File: config.mk
export PLATFORM = sky130hd
export DESIGN_NAME = mem_fill_arbiter
export DESIGN_NICKNAME = d
export VERILOG_FILES = /design/src/rtl/mem_fill_arbiter_pkg.sv /design/src/rtl/mem_fill_arbiter_block_fill_counter.sv /design/src/rtl/mem_fill_arbiter.sv
export SDC_FILE = /design/constraint.sdc
export NUM_CORES = 1
export LEC_CHECK = 0
export ABC_AREA = 1
export BUFFER_PORTS_ARGS = -buffer_cell sky130_fd_sc_hd__buf_4
export CELL_PAD_IN_SITES_DETAIL_PLACEMENT = 1
export CELL_PAD_IN_SITES_GLOBAL_PLACEMENT = 1
export CORE_MARGIN = 4
export CORE_UTILIZATION = 24
export DETAILED_ROUTE_END_ITERATION = 8
export PLACE_DENSITY = 0.87
export SLEW_MARGIN = 15
export SYNTH_ARGS = -nofsm -noshare
export SYNTH_HDL_FRONTEND = slang
export SYNTH_SLANG_ARGS = --single-unit
export TNS_END_PERCENT = 30
File: constraint.sdc
create_clock -name clk -period 1.4 [get_ports clk]
set_input_delay 0.14 -clock clk [delete_from_list [all_inputs] [get_ports clk]]
set_output_delay 0.14 -clock clk [all_outputs]
set_load 0.03 [all_outputs]
File: src/rtl/mem_fill_arbiter_pkg.sv
// -----------------------------------------------------------------------------
// mem_fill_arbiter_pkg
// Shared definitions for the memory fill arbiter slice:
//   - default geometry (address/data width, words per cache block)
//   - FSM state encodings and cache-owner encodings
//   - block byte-offset width helper
// -----------------------------------------------------------------------------
package mem_fill_arbiter_pkg;

  localparam int DEF_ADDR_W          = 16;
  localparam int DEF_DATA_W          = 16;
  localparam int DEF_WORDS_PER_BLOCK = 8;

  typedef enum logic [2:0] {
    ST_IDLE  = 3'd0,
    ST_WRITE = 3'd1,
    ST_ISSUE = 3'd2,
    ST_DRAIN = 3'd3,
    ST_DONE  = 3'd4
  } arb_state_e;

  typedef enum logic {
    OWNER_I = 1'b0,
    OWNER_D = 1'b1
  } owner_e;

  // Byte-offset bits inside one block (a block is 2*wpb bytes).
  function automatic int blk_off_w(input int wpb);
    return $clog2(2 * wpb);
  endfunction

endpackage

File: src/rtl/mem_fill_arbiter_block_fill_counter.sv
// -----------------------------------------------------------------------------
// mem_fill_arbiter_block_fill_counter
// Tracks progress of one block fill: how many reads have been issued and how
// many words have come back. Counters are one bit wider than the word offset
// so they can reach WORDS_PER_BLOCK without wrapping.
// Ports:
//   clk, rst_n     clock, asynchronous active-low reset
//   clr_i          zero both counters (between fills)
//   issue_inc_i    a read was issued this cycle
//   ret_inc_i      a word returned this cycle
//   issue_cnt_o    reads issued so far
//   ret_word_o     word offset of the next returning word
//   last_issue_o   the read being issued now is the final one
//   last_ret_o     the word returning now is the final one
// -----------------------------------------------------------------------------
module mem_fill_arbiter_block_fill_counter #(
  parameter int WORDS_PER_BLOCK = 8
) (
  input  logic                               clk,
  input  logic                               rst_n,
  input  logic                               clr_i,
  input  logic                               issue_inc_i,
  input  logic                               ret_inc_i,
  output logic [$clog2(WORDS_PER_BLOCK):0]   issue_cnt_o,
  output logic [$clog2(WORDS_PER_BLOCK)-1:0] ret_word_o,
  output logic                               last_issue_o,
  output logic                               last_ret_o
);

  localparam int OFF_W = $clog2(WORDS_PER_BLOCK);
  localparam int CNT_W = OFF_W + 1;
  localparam logic [CNT_W-1:0] CNT_LAST = CNT_W'(WORDS_PER_BLOCK - 1);
  localparam logic [CNT_W-1:0] CNT_FULL = CNT_W'(WORDS_PER_BLOCK);

  logic [CNT_W-1:0] issue_cnt_q;
  logic [CNT_W-1:0] issue_cnt_d;
  logic [CNT_W-1:0] ret_cnt_q;
  logic [CNT_W-1:0] ret_cnt_d;

  // Next-count logic: clear between fills, saturate at a full block.
  always_comb begin
    issue_cnt_d = issue_cnt_q;
    ret_cnt_d   = ret_cnt_q;
    if (clr_i) begin
      issue_cnt_d = '0;
      ret_cnt_d   = '0;
    end else begin
      if (issue_inc_i && (issue_cnt_q != CNT_FULL)) begin
        issue_cnt_d = issue_cnt_q + CNT_W'(1);
      end else begin
        issue_cnt_d = issue_cnt_q;
      end
      if (ret_inc_i && (ret_cnt_q != CNT_FULL)) begin
        ret_cnt_d = ret_cnt_q + CNT_W'(1);
      end else begin
        ret_cnt_d = ret_cnt_q;
      end
    end
  end

  // Counter registers.
  always_ff @(posedge clk or negedge rst_n) begin
    if (!rst_n) begin
      issue_cnt_q <= '0;
      ret_cnt_q   <= '0;
    end else begin
      issue_cnt_q <= issue_cnt_d;
      ret_cnt_q   <= ret_cnt_d;
    end
  end

  assign issue_cnt_o  = issue_cnt_q;
  assign ret_word_o   = ret_cnt_q[OFF_W-1:0];
  assign last_issue_o = (issue_cnt_q == CNT_LAST);
  assign last_ret_o   = (ret_cnt_q == CNT_LAST);

endmodule

File: src/rtl/mem_fill_arbiter.sv
// -----------------------------------------------------------------------------
// mem_fill_arbiter
// Shares one multi-cycle main memory between the I-cache miss path, the
// D-cache miss path and D-side write-through stores. Fixed priority:
// store > D miss > I miss. A miss is block-aligned and fetched with
// WORDS_PER_BLOCK pipelined reads; returned words are steered to the owning
// cache's fill port.
// Ports:
//   clk, rst_n                      clock, asynchronous active-low reset
//   i_miss_req/i_miss_addr          I-cache miss request and byte address
//   d_miss_req/d_miss_addr          D-cache miss request and byte address
//   d_wr_req/d_wr_addr/d_wr_data    write-through store
//   mem_data_out/mem_data_valid     memory read return
//   mem_enable/mem_wr/mem_addr/mem_data_in   memory command
//   i_fill_we/i_fill_word, d_fill_we/d_fill_word, fill_data   fill ports
//   i_fill_done/d_fill_done         one-cycle block-complete pulses
//   d_wr_ack                        one-cycle store-performed pulse
// -----------------------------------------------------------------------------
module mem_fill_arbiter
  import mem_fill_arbiter_pkg::*;
#(
  parameter int ADDR_W          = DEF_ADDR_W,
  parameter int DATA_W          = DEF_DATA_W,
  parameter int WORDS_PER_BLOCK = DEF_WORDS_PER_BLOCK
) (
  input  logic                               clk,
  input  logic                               rst_n,
  input  logic                               i_miss_req,
  input  logic [ADDR_W-1:0]                  i_miss_addr,
  input  logic                               d_miss_req,
  input  logic [ADDR_W-1:0]                  d_miss_addr,
  input  logic                               d_wr_req,
  input  logic [ADDR_W-1:0]                  d_wr_addr,
  input  logic [DATA_W-1:0]                  d_wr_data,
  input  logic [DATA_W-1:0]                  mem_data_out,
  input  logic                               mem_data_valid,
  output logic                               mem_enable,
  output logic                               mem_wr,
  output logic [ADDR_W-1:0]                  mem_addr,
  output logic [DATA_W-1:0]                  mem_data_in,
  output logic                               i_fill_we,
  output logic [$clog2(WORDS_PER_BLOCK)-1:0] i_fill_word,
  output logic                               d_fill_we,
  output logic [$clog2(WORDS_PER_BLOCK)-1:0] d_fill_word,
  output logic [DATA_W-1:0]                  fill_data,
  output logic                               i_fill_done,
  output logic                               d_fill_done,
  output logic                               d_wr_ack
);

  localparam int OFF_W = $clog2(WORDS_PER_BLOCK);
  localparam int CNT_W = OFF_W + 1;
  localparam int BLK_W = blk_off_w(WORDS_PER_BLOCK);
  localparam logic [ADDR_W-1:0] BLK_MASK = ~ADDR_W'((1 << BLK_W) - 1);

  arb_state_e        state_q;
  arb_state_e        state_d;
  owner_e            owner_q;
  owner_e            owner_d;
  logic [ADDR_W-1:0] base_q;
  logic [ADDR_W-1:0] base_d;

  logic [CNT_W-1:0]  issue_cnt_s;
  logic [OFF_W-1:0]  ret_word_s;
  logic              last_issue_s;
  logic              last_ret_s;
  logic              fill_active_s;
  logic              issuing_s;
  logic              cnt_clr_s;

  // Returns only count while a block fill owns the memory; stray valids
  // in IDLE/WRITE/DONE are dropped here.
  assign fill_active_s = mem_data_valid &&
                         ((state_q == ST_ISSUE) || (state_q == ST_DRAIN));
  assign issuing_s     = (state_q == ST_ISSUE);
  assign cnt_clr_s     = (state_q == ST_IDLE) || (state_q == ST_DONE);

  mem_fill_arbiter_block_fill_counter #(
    .WORDS_PER_BLOCK (WORDS_PER_BLOCK)
  ) u_block_fill_counter (
    .clk          (clk),
    .rst_n        (rst_n),
    .clr_i        (cnt_clr_s),
    .issue_inc_i  (issuing_s),
    .ret_inc_i    (fill_active_s),
    .issue_cnt_o  (issue_cnt_s),
    .ret_word_o   (ret_word_s),
    .last_issue_o (last_issue_s),
    .last_ret_o   (last_ret_s)
  );

  // State, owner and block-base registers.
  always_ff @(posedge clk or negedge rst_n) begin
    if (!rst_n) begin
      state_q <= ST_IDLE;
      owner_q <= OWNER_I;
      base_q  <= '0;
    end else begin
      state_q <= state_d;
      owner_q <= owner_d;
      base_q  <= base_d;
    end
  end

  // Next-state: arbitration in IDLE, block-progress tracking otherwise.
  always_comb begin
    state_d = state_q;
    owner_d = owner_q;
    base_d  = base_q;
    case (state_q)
      ST_IDLE: begin
        if (d_wr_req) begin
          state_d = ST_WRITE;
        end else if (d_miss_req) begin
          state_d = ST_ISSUE;
          owner_d = OWNER_D;
          base_d  = d_miss_addr & BLK_MASK;
        end else if (i_miss_req) begin
          state_d = ST_ISSUE;
          owner_d = OWNER_I;
          base_d  = i_miss_addr & BLK_MASK;
        end else begin
          state_d = ST_IDLE;
        end
      end
      ST_WRITE: state_d = ST_IDLE;
      ST_ISSUE: begin
        // With a very short memory the final return can coincide with the
        // final issue; go straight to DONE in that case.
        if (last_issue_s) begin
          if (fill_active_s && last_ret_s) begin
            state_d = ST_DONE;
          end else begin
            state_d = ST_DRAIN;
          end
        end else begin
          state_d = ST_ISSUE;
        end
      end
      ST_DRAIN: begin
        if (fill_active_s && last_ret_s) begin
          state_d = ST_DONE;
        end else begin
          state_d = ST_DRAIN;
        end
      end
      ST_DONE: state_d = ST_IDLE;
      default: state_d = ST_IDLE;
    endcase
  end

  // Outputs: memory command decoded from state, fill steering from returns.
  always_comb begin
    mem_enable  = 1'b0;
    mem_wr      = 1'b0;
    mem_addr    = '0;
    mem_data_in = '0;
    d_wr_ack    = 1'b0;
    i_fill_done = 1'b0;
    d_fill_done = 1'b0;
    i_fill_we   = 1'b0;
    d_fill_we   = 1'b0;
    i_fill_word = '0;
    d_fill_word = '0;
    fill_data   = '0;
    case (state_q)
      ST_WRITE: begin
        mem_enable  = 1'b1;
        mem_wr      = 1'b1;
        mem_addr    = d_wr_addr;
        mem_data_in = d_wr_data;
        d_wr_ack    = 1'b1;
      end
      ST_ISSUE: begin
        mem_enable = 1'b1;
        mem_addr   = base_q + ADDR_W'({issue_cnt_s, 1'b0});
      end
      ST_DONE: begin
        if (owner_q == OWNER_D) begin
          d_fill_done = 1'b1;
        end else begin
          i_fill_done = 1'b1;
        end
      end
      default: begin
        mem_enable = 1'b0;
      end
    endcase
    if (fill_active_s) begin
      fill_data = mem_data_out;
      if (owner_q == OWNER_D) begin
        d_fill_we   = 1'b1;
        d_fill_word = ret_word_s;
      end else begin
        i_fill_we   = 1'b1;
        i_fill_word = ret_word_s;
      end
    end else begin
      fill_data = '0;
    end
  end

endmodule
==> results of run 1 <==
-- how the worst max path moves through the flow --
stage	end	from	slack, ps	cells after the start
finish	mem_addr[14]	u_block_fill_counter.issue_cnt_o[3]	-380	8
global route	mem_addr[12]	base_q[4]	-480	8
CTS	mem_addr[10]	u_block_fill_counter.issue_cnt_o[3]	-380	7
detailed placement	mem_addr[12]	u_block_fill_counter.issue_cnt_o[3]	-150	9
global placement	mem_addr[12]	u_block_fill_counter.issue_cnt_o[3]	-90	9
floorplan	d_fill_word[0]	state_q[2]	-160	5
-- cells in the mapped netlist, drive strengths merged --
| master | number | area (µm²) |
|---|---|---|
| a21oi | 4 | 23.8 |
| a22o | 2 | 17.5 |
| buf | 11 | 75.1 |
| dfrtp | 24 | 601 |
| ha | 6 | 75.1 |
| inv | 57 | 214 |
| mux2i | 12 | 120 |
| nand2 | 65 | 254 |
| nand3 | 29 | 150 |
| nand4 | 2 | 12.5 |
| nor2 | 59 | 244 |
| nor3 | 8 | 40.0 |
| o21ai | 28 | 163 |
| or2 | 2 | 15.0 |
| xor2 | 3 | 26.3 |
-- registers in the layout (all words and copies together), names as in the netlist --
name and flops:
u_block_fill_counter.issue_cnt_o 4, base_q 12, state_q 3, owner_q 1, u_block_fill_counter.ret_cnt_q 4
-- timing repair --
item,4_1_cts,5_1_grt
setup buffers,5,8
pin swaps,19,12
hold buffers,1,0
setup endpoints to repair,65,81
resized for setup,97,59
endpoints found under the hold margin,24,0
gates cloned,1,0
-- layer usage --
metal  vias to the layer above  track usage  routed length, µm  part of all wire
li1                       1311            -                  -                 -
met1                      1259        0.189               3270              0.36
met2                       105        0.319               4930              0.54
met3                        10       0.0403                805             0.088
met4                         0       0.0321                132             0.014
met5                         -            0                  0                 0
-- cell type report --
cell class                 instances  area [µm²]
sequential                        24         607
timing repair inverter             1        8.76
multi-input combinational        220        1580
timing repair buffer             177        1550
tap                              105         131
inverter                          57         224
fill                             967        4050
clock buffer                       4        55.1
-- critical path, stage by stage (launching register included) --
cell	delay [ps]
dfrtp_1	420
ha_4	190
ha_4	170
buf_4	130
nand3_1	100
nand2_1	80
nand3_2	80
nand2_2	50
buf_4	160
-- power by group through the flow --
stage | registers, mW | logic [mW] | clock network, mW
4_1_cts | 1.20 | 3.72 | 0.474
6_report | 1.22 | 4.31 | 0.472
3_3_place_gp | 1.16 | 3.10 | 0
3_5_place_dp | 1.19 | 3.22 | 0
5_1_grt | 1.25 | 4.65 | 0.508
2_1_floorplan | 1.16 | 1.94 | 0
-- cell usage in the layout, fill, tap and decap left out, drive strengths merged --
cell type	instances
nand4	2
nand3	29
clkinv	2
buf	176
inv	56
a21oi	4
dlygate4sd3	1
o21ai	28
nand2	65
clkbuf	4
ha	6
mux2i	12
xor2	3
nor2	59
a22o	2
nor3	8
or2	2
dfrtp	24
-- cells by family after synthesis --
kind of cell | after synthesis
AND/OR/NAND/NOR | 165
buffers and inverters | 68
AO/OA/AOI/OAI | 34
flip-flops | 24
multiplexers | 12
adder cells (fa/ha/maj) | 6
XOR/XNOR | 3
-- through the flow --
| step | utilization | setup WS, ps | hold slack (ps) | cell area, µm² | TNS, ps |
|---|---|---|---|---|---|
| 6_report | 0.507 | -384 | 122 | 4160 | -13260 |
| 5_1_grt | 0.507 | -481 | 150 | 4160 | -18050 |
| 4_1_cts | 0.472 | -380 | 120 | 3880 | -13470 |
| 3_5_place_dp | 0.416 | -149 | 56.0 | 3420 | -933 |
| 3_3_place_gp | 0.416 | -92.6 | 56.4 | 3420 | -357 |
| 2_1_floorplan | - | -160 | -156 | 2140 | -2860 |
==> run summary, run 1 <==
Placed Instances - 569
Initial DRC count - 74
DRC - 0
Final min period - 1780 ps
NetSw - 2.90 mW
Sw Share - 0.483
Max VDD drop - 0.528 mV
Tot Pwr - 6.00 mW
Combinational fraction of design power - 0.719
Total gr overflow - 0
First-pass GRT wire length - 13700 µm
Port Buffers - 138
Core area - 8220 µm²
Worst reg2reg path endpoint - u_block_fill_counter.issue_cnt_o[2]
Area delta synth->final - 105%
Hold path start - d_wr_req
CTS sink count - 24
Hold Crit Depth - 3
Drt via density - 4.57
Startpoint Class - flop
Int Pwr - 3.10 mW
Synthesis Warnings - 0
Main combinational cell family by area after synthesis - simple AND/OR/NAND/NOR gates
Final Slew Violations - 0
Hold Crit Endpoint - state_q[0]
Worst-path maximum fanout - 4
Clk_lat worst skew - 260 ps
Setup CP Type - flop to output pin
Mux cell area share after synthesis - 0.0591
Clk buf depth - 2
Rel. slew slack - 0.744
Initial core utilization - 0.247
Max_cap viols - 0
RSZ-0062 raised after global routing - true
Failing checks - negative setup slack
Routability cong. - 0.848
Cells after synthesis - 312
Nets - 576
Clock power frac - 0.079
Die Area - 10000 µm²
Vias in the first global route - 2895
Routed via count - 2685
R2R depth - 9
Pwr per Cell Area - 1440 nW/µm²
Worst Slack Setup Final - -384 ps
Avg WL per Cell - 15.5 µm
R2R Setup Slk - -120 ps
Power share of the sequential group - 0.203
Inserted Diodes - 0
Initial antenna violation count - 0
Chip height - 100 µm
Worst setup EP type - output pin
CTS tree - yes
Initial DRT Pass Iterations - 4
Total number of H-tree levels - 1
Hpwl dp - 6310 µm
Hold Path Class - primary input to flop
Xor and xnor area share after synthesis - 0.0129
Critical path required time - 1260 ps
Outcome - finished with violations
Post-synthesis sequential area ratio - 0.296
Worst Path Arrival - 1640 ps
Fin. Hold Viols - 0
Largest net degree at the start of global routing - 28
Cell Count, Final, Fillers Out - 588
Max frequency - 561 MHz
Cell Area, Synth - 2030 µm²
Period utilization - 1.27
LEAKAGE - 2.13 nW
Post-Synthesis Net Count - 404
Clock Pin Slew Worst Setup and Hold Paths - 90 ps
Final Skew - 4.98 ps
Root buffer cell - clkbuf_8
Post-synth cell types - 26
CTS Buf Count - 3
Top Ports - 147
Avg Inst Size Synth - 6.51 µm²
Row cnt - 33
Flops & latches, synth - 24
FF-to-FF Start - state_q[2]
Compound-Gate Fraction of Synth Area - 0.100
Worst slew pin tran - 383 ps
DIE WIDTH - 100 µm
Total Wirelength - 9140 µm
Gr usage total - 0.167
Ratio of cells with drive above 1 in the final layout - 0.567
ANT nets after route - 0
Post-Synth Adder-Cell Area - 0.0370
Final setup fails - 63
Simple-Gate Fraction of Synth Area - 0.352
Note: power is estimated with default switching activity, not from simulation.
==> run 2, diff against run 1 <==
ABC_AREA = default   (was 1)
PLACE_DENSITY = 0.85   (was 0.87)
==> run summary, run 2 <==
LEAKAGE - 2.01 nW (-5.6%)
CP dominant cell by count - buf_6
Area share of the largest cell type after synthesis - 0.319 (+0.0234)
Outcome - finished with violations
R2R Setup Slk - -180 ps (-60 ps)
Final Slew Violations - 0 (unchanged)
Max reg flops - 12 (unchanged)
Critical path required time - 1260 ps (about the same)
Final Skew - 10.4 ps (+5.41 ps)
FF-to-FF Start - state_q[2]
Setup CP Type - flop to output pin
Max VDD drop - 0.632 mV (+20%)
Inserted Diodes - 0 (unchanged)
Synthesis Warnings - 0 (unchanged)
Rel. slew slack - 0.704 (-0.0397)
R2R depth - 7 (-2)
Post-synth cell types - 31 (+19%)
CP cell instances - ha_4, buf_4, nand2_4, buf_6, nor3_2, xor2_1, a22o_1, buf_6
Total number of H-tree levels - 1 (unchanged)
Failing checks - negative setup slack
Flops & latches, synth - 24 (unchanged)
Total Wirelength - 8830 µm (-3.4%)
Max_cap viols - 0 (unchanged)
Core area - 7690 µm² (-6.4%)
Worst Slack Setup Final - -539 ps (-155 ps)
Routability cong. - 0.805 (-5.0%)
Post-synth EDFFs - 0 (unchanged)
Row cnt - 32 (-3.0%)
Drt via density - 4.66 (+2.1%)
Chip height - 96.6 µm (-3.4%)
Startpoint Class - flop
Largest area contributor in the netlist - dfrtp_1
Root buffer cell - clkbuf_8
Final min period - 1940 ps (+155 ps)
Max frequency - 516 MHz (-8.0%)
Area delta synth->final - 118%
CTS tree - yes
Most frequent cells in the layout - buf_4, buf_6, and2_4
Biggest register - base_q
Top Ports - 147 (unchanged)
Hpwl dp - 5650 µm (-10%)
Worst reg2reg path endpoint - u_block_fill_counter.ret_cnt_q[3]
RSZ-0062 raised after global routing - true
Avg Inst Size Synth - 8.75 µm² (+34%)
Initial DRC count - 83 (+12%)
Placed Instances - 467 (-18%)
Commonest non-fill, non-tap cell in the layout - buf_4
Most frequent cell after synthesis - and2_1
CP bufs+invs - 3 (+1)
CTS Buf Count - 3 (unchanged)
Worst-path maximum fanout - 3 (-1)
Cell Count, Final, Fillers Out - 496 (-16%)
Post-synthesis sequential area ratio - 0.319 (+0.0234)
Vias in the first global route - 2387 (-18%)
Pwr per Cell Area - 1940 nW/µm² (+34%)
Fin. Hold Viols - 0 (unchanged)
Hold path start - d_wr_req
Largest net degree at the start of global routing - 26 (-7.1%)
Ys flop type - dfrtp_1
Gr usage total - 0.171 (+0.00409)
Initial core utilization - 0.245 (-0.00235)
Cell family with most CP delay - flip-flops
Crit-path slowest cell - dfrtp_1
Routed via count - 2313 (-14%)
Cell Area, Synth - 1880 µm² (-7.3%)
Die Area - 9320 µm² (-6.8%)
Period utilization - 1.39 (+0.111)
Nets - 488 (-15%)
Clock Pin Slew Worst Setup and Hold Paths - 90 ps (about the same)
Cell area after layout - 4100 µm² (-1.5%)
CTS sink count - 24 (unchanged)
Crit path from - base_q[4]
Initial antenna violation count - 0 (unchanged)
Clk buf depth - 2 (unchanged)
Hold Path Class - primary input to flop
Ratio of cells with drive above 1 in the final layout - 0.688 (+0.121)
Tot Pwr - 7.95 mW (+32%)
Top post-synthesis cells by area - dfrtp_1, and2_1, a22o_1
Hold Crit Depth - 3 (unchanged)
Final setup fails - 81 (+29%)
DIE WIDTH - 96.6 µm (-3.4%)
Worst setup EP type - output pin
Initial DRT Pass Iterations - 4 (unchanged)
ANT nets after route - 0 (unchanged)
Placed cell areas - 3260 µm² (-4.6%)
Total gr overflow - 0 (unchanged)
Worst slew pin tran - 443 ps (+60.0 ps)
Cells after synthesis - 215 (-31%)
First-pass GRT wire length - 12500 µm (-8.8%)
Hold Crit Endpoint - state_q[0]
Worst Path Arrival - 1800 ps (+160 ps)
Synth async-reset ratio - 1.00 (unchanged)
Port Buffers - 138 (unchanged)
Post-Synthesis Net Count - 307 (-24%)
DRC - 0 (unchanged)
Avg WL per Cell - 17.8 µm (+15%)
Max stage delay on crit path - 410 ps (about the same)
Clk_lat worst skew - 260 ps (about the same)
Top cells by count, synth - and2_1, dfrtp_1, nor2_1
## run 2: cell count changes after synthesis, sizes merged, moves of 4 or more
| cell | change |
|---|---|
| and3 | +5 |
| nor4 | +4 |
| clkbuf | +7 |
| inv | -51 |
| nand3 | -20 |
| a21oi | +11 |
| nand2 | -55 |
| a22o | +13 |
| and2 | +35 |
| xor2 | +6 |
| xnor2 | +7 |
| nor2 | -37 |
| nor3 | -5 |
| o21ai | -27 |
## run 2: how the worst max path moves through the flow
stage / end / cells after the start
after global placement: mem_addr[14] / 7
after detailed placement: mem_addr[14] / 7
after global routing: mem_addr[11] / 8
after CTS: mem_addr[14] / 7
after floorplan: i_fill_done / 2
final: mem_addr[11] / 8
## run 2: cells by family (layout without fill, tap and decap cells)
kind of cell,after synthesis,in the layout,share of synthesized area
AO/OA/AOI/OAI,32,32,0.131
XOR/XNOR,16,16,0.0745
adder cells (fa/ha/maj),6,6,0.0399
buffers and inverters,21,200,0.0532
flip-flops,24,24,0.319
multiplexers,13,13,0.0698
AND/OR/NAND/NOR,103,103,0.312
## run 2: tightest hold or removal path, delay by kind of cell
family          cells  cell delay (ps)
compound gates      1               60
buf+inv             1              110
simple gates        1               70
## run 2: layer usage
metal	up-vias	share of wire	global-route usage
li1	1104	-	-
met1	1120	0.36	0.199
met2	81	0.55	0.332
met3	8	0.069	0.0201
met4	0	0.012	0.0397
met5	-	0	0
## run 2: where the power goes
| group | leakage (nW) | internal [mW] | switching [mW] |
|---|---|---|---|
| logic | 1.70 | 3.02 | 3.03 |
| registers | 0.282 | 1.04 | 0.452 |
| clock network | 0.0216 | 0.192 | 0.209 |
| total | 2.01 | 4.26 | 3.69 |
## run 2: through the flow
step | hold WS, ps | worst slack, ps | util | TNS, ps
finish | 158 | -539 | 0.533 | -21900
CTS | 161 | -541 | 0.520 | -21440
global placement | 56.1 | -268 | 0.424 | -1450
global route | 178 | -673 | 0.533 | -27510
floorplan | -156 | -253 | - | -3850
detailed placement | 60.1 | -348 | 0.424 | -2790
## run 2: timing repair
item | 4_1_cts | 5_1_grt
gates cloned | 6 | 1
resized for setup | 108 | 40
endpoints found under the setup margin | 81 | 85
hold buffers | 1 | 0
setup buffers | 14 | 7
pin swaps | 30 | 28
hold endpoints to repair | 24 | 0
## run 2: layout make-up
type	instances	area, µm²
fill	859	3590
clock buffer	3	41.3
sequential	24	606
tap	102	128
timing repair buffer	191	1850
inverter	6	25.0
multi-input combinational	170	1450
==> run 3, diff against run 2 <==
CORE_UTILIZATION = 29   (was 24)
PLACE_DENSITY = 0.95   (was 0.85)
clock period = 2.4 ns   (was 1.4 ns; I/O delays follow)
==> run summary, run 3 (same netlist as run 2, synthesis figures left out) <==
Root buffer cell - clkbuf_8
Hold Crit Depth - 3 (unchanged)
CTS Buf Count - 3 (unchanged)
Crit path from - u_block_fill_counter.issue_cnt_o[3]
Dpl ws - 447 ps (+795 ps)
Initial antenna violation count - 0 (unchanged)
Row cnt - 29 (-9.4%)
LEAKAGE - 1.57 nW (-22%)
Final min period - 2230 ps
Max frequency - 448 MHz
Max reg flops - 12 (unchanged)
Biggest register - base_q
Top Ports - 147 (unchanged)
Critical path required time - 2160 ps (+900 ps)
DRC - 0 (unchanged)
Setup TNS - 0 ps (+21900 ps)
Int Pwr - 1.80 mW (-58%)
Pwr per Cell Area - 1150 nW/µm² (-41%)
Post-Route Utilization - 0.484 (-0.0496)
Vias in the first global route - 2032 (-15%)
Period utilization - 0.929
Inserted Diodes - 0 (unchanged)
NetSw - 1.71 mW (-54%)
Multi-input combinational cell area - 1190 µm² (-18%)
Nets - 440 (-9.8%)
Postcts setup bufs - 0 (-14)
Worst-path maximum fanout - 4 (+1)
Total gr overflow - 0 (unchanged)
Clock power frac - 0.099 (+0.049)
Sw Share - 0.487 (+0.0232)
CTS tree - yes
Hold Crit Endpoint - state_q[0]
Final setup fails - 0 (-100%)
Fin. Hold Viols - 0 (unchanged)
RSZ-0062 raised after global routing - false
Register area - 601 µm² (-0.83%)
Chip height - 88.6 µm (-8.3%)
DIE WIDTH - 88.6 µm (-8.3%)
Total Wirelength - 6350 µm (-28%)
CTS sink count - 24 (unchanged)
Max VDD drop - 0.656 mV (+3.7%)
Worst slew pin tran - 620 ps (+177 ps)
Worst Path Arrival - 1990 ps (+190 ps)
Die Area - 7840 µm² (-16%)
Final Slew Violations - 0 (unchanged)
Ratio of cells with drive above 1 in the final layout - 0.455 (-0.232)
Largest net degree at the start of global routing - 36 (+38%)
Port Buffers - 138 (unchanged)
# fillers - 760 (-12%)
R2R Setup Slk - 680 ps (+860 ps)
Avg WL per Cell - 15.0 µm (-16%)
Final Skew - 6.42 ps (-3.98 ps)
Routed via count - 2035 (-12%)
Post_cts resized - 0 (-100%)
Outcome - finished clean
FF-to-FF Start - state_q[2]
Routability cong. - 0.811 (+0.77%)
Worst reg2reg path endpoint - u_block_fill_counter.ret_cnt_q[2]
Worst setup EP type - output pin
Commonest non-fill, non-tap cell in the layout - buf_4
Drt via density - 4.80 (+2.9%)
Initial DRC count - 51 (-39%)
First-pass GRT wire length - 9490 µm (-24%)
ANT nets after route - 0 (unchanged)
Max_cap viols - 0 (unchanged)
Initial DRT Pass Iterations - 4 (unchanged)
Combinational fraction of design power - 0.652 (-0.109)
Core area - 6310 µm² (-18%)
R2R depth - 4 (-3)
Clock Pin Slew Worst Setup and Hold Paths - 90 ps (about the same)
Power share of the sequential group - 0.249 (+0.061)
Initial core utilization - 0.298 (+0.0533)
Hold buffer count at cts - 1 (unchanged)
Hold Path Class - primary input to flop
Worst Slack Setup Final - 169 ps (+708 ps)
Startpoint Class - flop
Area delta synth->final - 62.3%
Setup CP Type - flop to output pin
Gr usage total - 0.152 (-0.0195)
Most frequent cells in the layout - buf_4, and2_1, dfrtp_1
Clk buf depth - 2 (unchanged)
Clk_lat worst skew - 260 ps (about the same)
Hold path start - d_wr_req
Total number of H-tree levels - 1 (unchanged)
Rel. slew slack - 0.587 (-0.118)
Hpwl dp - 5370 µm (-5.1%)
-- run 3: cell type report --
cell class                 count  area share
multi-input combinational    170       0.389
timing repair buffer         143       0.352
sequential                    24       0.197
tap                           77      0.0315
clock buffer                   3      0.0135
clock inverter                 1     0.00983
inverter                       6     0.00737
-- run 3: metrics by stage --
stage	std cells	area [µm²]	total power [mW]	hold WS, ps
after CTS	424	3050	3.56	261
after global routing	424	3050	3.80	280
after global placement	419	2970	3.12	156
after detailed placement	419	2970	3.20	160
final	424	3050	3.51	263
after floorplan	215	1880	2.37	-55.6
-- run 3: power groups by stage --
stage | logic (mW) | clock network, mW | registers [mW]
finish | 2.29 | 0.348 | 0.875
global route | 2.50 | 0.379 | 0.919
CTS | 2.33 | 0.358 | 0.874
detailed placement | 2.32 | 0 | 0.882
global placement | 2.26 | 0 | 0.863
floorplan | 1.58 | 0 | 0.791
-- run 3: how the worst max path moves through the flow --
stage	endpoint	cells after the start
floorplan	mem_addr[0]	3
global placement	mem_addr[14]	7
detailed placement	mem_addr[14]	7
CTS	mem_addr[14]	7
global route	mem_addr[12]	7
finish	mem_addr[14]	7
-- run 3: worst max-delay path, stage by stage (launching register included) --
cell     delay, ps
dfrtp_1        410
ha_1           220
ha_1           220
and4_1         250
nand4_1        130
xnor2_1        140
a22o_1         200
buf_4          160
-- run 3: per-layer routing --
layer | wire (µm) | vias to the layer above | part of all wire | global-route usage
met5 | 0 | - | 0 | 0
met1 | 2440 | 954 | 0.38 | 0.183
met4 | 20 | 0 | 0.0031 | 0.0247
met2 | 3240 | 74 | 0.51 | 0.279
met3 | 647 | 2 | 0.10 | 0.0345
li1 | - | 1005 | - | -
